## config.mk

```make
export PLATFORM = sky130hd
export DESIGN_NAME = branch_merge_requant
export DESIGN_NICKNAME = d
export VERILOG_FILES = /design/src/rtl/branch_merge_requant.sv
export SDC_FILE = /design/constraint.sdc
export NUM_CORES = 2
export LEC_CHECK = 0
export BUFFER_PORTS_ARGS = -buffer_cell sky130_fd_sc_hd__buf_2
export CAP_MARGIN = 20
export CORE_MARGIN = 1
export CORE_UTILIZATION = 48
export DETAILED_ROUTE_END_ITERATION = 10
export HOLD_SLACK_MARGIN = 0.05
export PLACE_DENSITY = 0.74
export SKIP_CTS_REPAIR_TIMING = 1
export SLEW_MARGIN = 5
export SYNTH_ARGS = -nofsm -noshare
export SYNTH_HDL_FRONTEND = slang
export SYNTH_SLANG_ARGS = --single-unit
```

## constraint.sdc

```tcl
create_clock -name clk -period 18.8 [get_ports clk]
set_input_delay 0.94 -clock clk [delete_from_list [all_inputs] [get_ports clk]]
set_output_delay 0.94 -clock clk [all_outputs]
set_load 0.01 [all_outputs]
```

## src/rtl/branch_merge_requant.sv

```systemverilog
// branch_merge_requant: merges 3x3/1x1/identity branches, accumulates
// over input channels and requantizes to int8 behind a valid/ready output.
module branch_merge_requant #(
  parameter int ACC_W = 40,
  parameter int CNT_W = 10
) (
  input  logic             clk,
  input  logic             rst_n,
  input  logic             flush,
  input  logic             in_valid,
  output logic             in_ready,
  input  logic [31:0]      psum_3x3,
  input  logic [15:0]      product_1x1,
  input  logic [7:0]       identity,
  input  logic [CNT_W:0]   cin_num,
  input  logic [31:0]      bias,
  input  logic             id_en,
  input  logic [CNT_W-1:0] id_ch,
  input  logic [7:0]       id_scale,
  input  logic [15:0]      mult,
  input  logic [5:0]       shift,
  input  logic             relu_en,
  output logic             out_valid,
  input  logic             out_ready,
  output logic [7:0]       out_data,
  output logic             busy,
  output logic             sat_flag
);

  localparam int P_W = ACC_W + 17;
  localparam int R_W = P_W + 1;

  logic                    adv;
  logic                    accept;
  logic                    last;
  logic                    id_hit;
  logic [CNT_W-1:0]        cnt;
  logic signed [15:0]      id_prod;
  logic signed [ACC_W-1:0] acc;
  logic signed [ACC_W-1:0] term;
  logic signed [ACC_W-1:0] base;
  logic signed [ACC_W-1:0] sum;
  logic signed [ACC_W-1:0] f_q;
  logic                    f_v;
  logic signed [P_W-1:0]   prod;
  logic signed [P_W-1:0]   m_q;
  logic                    m_v;
  logic signed [R_W-1:0]   rnd_add;
  logic signed [R_W-1:0]   rnd;
  logic signed [R_W-1:0]   r_q;
  logic                    r_v;
  logic signed [R_W-1:0]   rl;
  logic                    clip_hi;
  logic                    clip_lo;
  logic [7:0]              sat_val;

  // whole pipeline moves together; a held output freezes every stage
  assign adv      = !out_valid || out_ready;
  assign in_ready = adv;
  assign accept   = in_valid && adv;
  assign last     = ({1'b0, cnt} == (cin_num - 1'b1));

  assign id_hit  = id_en && (cnt == id_ch);
  assign id_prod = $signed(identity) * $signed(id_scale);

  // branch merge and channel accumulation
  always_comb begin
    term = {{(ACC_W-32){psum_3x3[31]}}, psum_3x3}
         + {{(ACC_W-16){product_1x1[15]}}, product_1x1};
    if (id_hit)
      term = term + {{(ACC_W-16){id_prod[15]}}, id_prod};
    base = (cnt == '0) ? {{(ACC_W-32){bias[31]}}, bias} : acc;
    sum  = base + term;
  end

  assign prod = f_q * $signed({1'b0, mult});

  // round-half-up bias ahead of the arithmetic shift
  always_comb begin
    rnd_add = '0;
    if (shift != 6'd0)
      rnd_add = R_W'(1) <<< (shift - 6'd1);
    rnd = {m_q[P_W-1], m_q} + rnd_add;
  end

  // optional relu then clamp to int8
  always_comb begin
    rl      = (relu_en && r_q < 0) ? '0 : r_q;
    clip_hi = rl > 127;
    clip_lo = rl < -128;
    sat_val = rl[7:0];
    if (clip_hi)
      sat_val = 8'h7f;
    else if (clip_lo)
      sat_val = 8'h80;
  end

  assign busy = (cnt != '0) || f_v || m_v || r_v || out_valid;

  // counter, accumulator and the F/M/R/O pipeline registers
  always_ff @(posedge clk) begin
    if (!rst_n || flush) begin
      cnt       <= '0;
      acc       <= '0;
      f_q       <= '0;
      f_v       <= 1'b0;
      m_q       <= '0;
      m_v       <= 1'b0;
      r_q       <= '0;
      r_v       <= 1'b0;
      out_valid <= 1'b0;
      out_data  <= '0;
      sat_flag  <= 1'b0;
    end else if (adv) begin
      if (accept) begin
        cnt <= last ? '0 : cnt + 1'b1;
        acc <= sum;
      end
      f_v <= accept && last;
      if (accept && last)
        f_q <= sum;
      m_v <= f_v;
      if (f_v)
        m_q <= prod;
      r_v <= m_v;
      if (m_v)
        r_q <= rnd >>> shift;
      out_valid <= r_v;
      if (r_v) begin
        out_data <= sat_val;
        if (clip_hi || clip_lo)
          sat_flag <= 1'b1;
      end
    end
  end

endmodule

```

==> results.md <==
- Status: completed
- Clock root cell: clkbuf_16
- Fmax: about 95 MHz
- Placer Congestion: about 0.98
- Startpoint type of the worst setup path: input port
- WL met1: ~55,000 µm
- Via density: 5.87
- Worst IR Drop VDD: between 0.1 and 0.15 mV
- Clock transition at path regs: about 60 ps
- Vias in the first global route: approximately 43k
- Pin count of the biggest net entering global routing: 78
- CP peak stage delay: approximately 530 ps
- Hold_ws: approximately 450 ps
- H-tree depth: 1
- Final-report setup violation count: 0
- Ranking of synthesized cells by area: fa_1, dfxtp_1, ha_1, inv_1, nand2_1
- Num Clock Sinks: 218
- Final clock skew: 50.4 ps
- MaxCap Viol Count: 0
- Cells after Synth: approximately 5.8k
- WL per Instance: approximately 20 µm
- Area of the core: approximately 0.099 mm²
- HP Class: flip-flop to flip-flop
- Crit Path Class: input port to flip-flop
- Pins Over Slew Limit: 0
- Total GRT Usage: 0.273
- Cell area power density: slightly above 60 mW/mm²
- HPWL after DPL: 109,000 µm
- Crit end category: flip-flop
- Slew margin rel.: 0.208
- Via count: between 40k and 50k
- Starting Density: 0.487
- Antenna-violating nets left: 0
- Crit share post-route: 0.559
- Synthesized flop and latch total: about 220
- Setup TNS: 0 ps
- Area leader, netlist: fa_1
- Least-Margin Pin Slew: 1190 ps
- Count of input and output buffers: ~160
- Num CTS Buffers: 27
- Top-level I/O count: 158
- DRT iter0 DRCs: ~3.5k
- Fin cells: between 7k and 8k
- Clk buf depth: 3
- Overflow after GRT: 0
- Synth unique cells: slightly below 100
- Fillcell total: between 9k and 10k
- Later-pin clock latency in the skew report: 610 ps
- Ys Warns: 0
- Initial DRT Pass Iterations: 6
- # DRC: 0
- Top cell type's share of synthesized area: 0.311
- P&R area growth vs syn: 5.37%
- Syn Nets: about 7.1k
- Met2 wire len: roughly 67,000 µm
- Die height: ~320 µm
- Pleak: 22.8 nW
- Maximum fanout along the worst path: 5
- Syn avg cell area: 8.24 µm²
- Ratio of cells with drive above 1 in the final layout: 0.0686
- Dominant synthesized flop cell: dfxtp_1
- Crit path arrival time: around 11,000 ps
- Metal3 WL: between 9000 and 10,000 µm
- Most common cell in the netlist: inv_1
- Slowest-stage cell, CP: or4_1
- Final design utilization: 0.513
- Worst EP required: just under 20,000 ps
- Highest metal used: met4
- Commonest cells in the netlist: inv_1, nand2_1, fa_1
- Post-Place Cells: between 7k and 8k
- Post-synthesis instance area: between 0.04 and 0.05 mm²
- CTS tree: built
- Async SR Flop Fraction: 0
- Core Rows: roughly 120
- Hold Violations, Final: 0
- RSZ-0062 raised after global routing: no
- Final min period: ~11,000 ps
- Die X: ~320 µm
- Layout net count: between 7k and 8k
- First-pass GRT wire length: around 230,000 µm
- Overall power: approximately 3.2 mW
- WL final: approximately 140,000 µm
- Initial antenna violation count: 3
- Seq/Total Area, Yosys: 0.0907
- Die area: between 0.1 and 0.15 mm²
- Post-synth EDFFs: 0
==> logic make-up after synthesis <==
kind of cell	count (synthesis)	synth area share
AO/OA/AOI/OAI	1071	0.143
buffers and inverters	1160	0.0910
AND/OR/NAND/NOR	1855	0.179
adder cells (fa/ha/maj)	1086	0.399
multiplexers	212	0.0539
flip-flops	218	0.0907
XOR/XNOR	233	0.0424
==> critical path, delay by kind of cell <==
family                   cells  cell delay [ps]
AO/OA/AOI/OAI               25             5140
XOR/XNOR                     2              420
adder cells (fa/ha/maj)      8             3260
buffers and inverters        2              180
multiplexers                 1              100
AND/OR/NAND/NOR              4             1010
==> flip-flops by register name (all words and copies together) (netlist names), 8 cells and up <==
name and flops:
out_data 8, r_q 58, f_q 40, m_q 57, acc 40, cnt 10
==> cell usage in the layout, fill, tap and decap left out, types with 122 or more instances in the layout <==
cell type  synthesis  routed
mux2i_1          122     122
fa_1             748     748
ha_1             337     337
nor2_1           310     310
nor3_1           124     124
inv_1            862     861
a21oi_1          363     362
xnor2_1          148     148
o21ai_0          175     175
dfxtp_1          218     218
buf_2             10     157
nand2_1          803     798
and2_1           289     286
==> layout make-up <==
| class | instances | area, µm² | area share |
|---|---|---|---|
| clock buffers | 35 | 776 | 0.0153 |
| well taps | 1287 | 1610 | 0.0318 |
| clock inverters | 13 | 129 | 0.00254 |
| flip-flops and latches | 218 | 4360 | 0.0861 |
| diodes | 1 | 2.50 | 0.0000494 |
| repair buffers | 201 | 1150 | 0.0227 |
| inverters | 867 | 3250 | 0.0642 |
| multi-input cells | 4457 | 39400 | 0.777 |
==> where the power goes <==
group / switching (mW) / internal, mW / total (mW)
logic: 1.24 / 0.890 / 2.13
registers: 0.00527 / 0.471 / 0.476
clock network: 0.240 / 0.307 / 0.547
==> final timing paths <==
kind                     from       end  slack (ps)  cells after the start
setup reg to reg       f_q[5]   m_q[55]       10310                     25
hold reg to reg      sat_flag  sat_flag         450                      2
hold / removal       sat_flag  sat_flag         450                      2
setup / recovery  psum_3x3[5]   f_q[38]        8300                     42
==> routing by layer <==
layer | vias up | GRT usage
li1 | 19000 | -
met1 | 20600 | 0.338
met2 | 1657 | 0.479
met3 | 340 | 0.0360
met4 | 0 | 0.113
met5 | - | 0
==> per-stage QoR <==
| step | instance area [µm²] | setup WS [ps] |
|---|---|---|
| 6_report | 50700 | 8300 |
| 5_1_grt | 50700 | 7540 |
| 4_1_cts | 50600 | 8290 |
| 3_5_place_dp | 49700 | 7700 |
| 3_3_place_gp | 49700 | 7970 |
| 2_1_floorplan | 48100 | 9130 |
No activity file was read; power rests on OpenSTA's default activity.
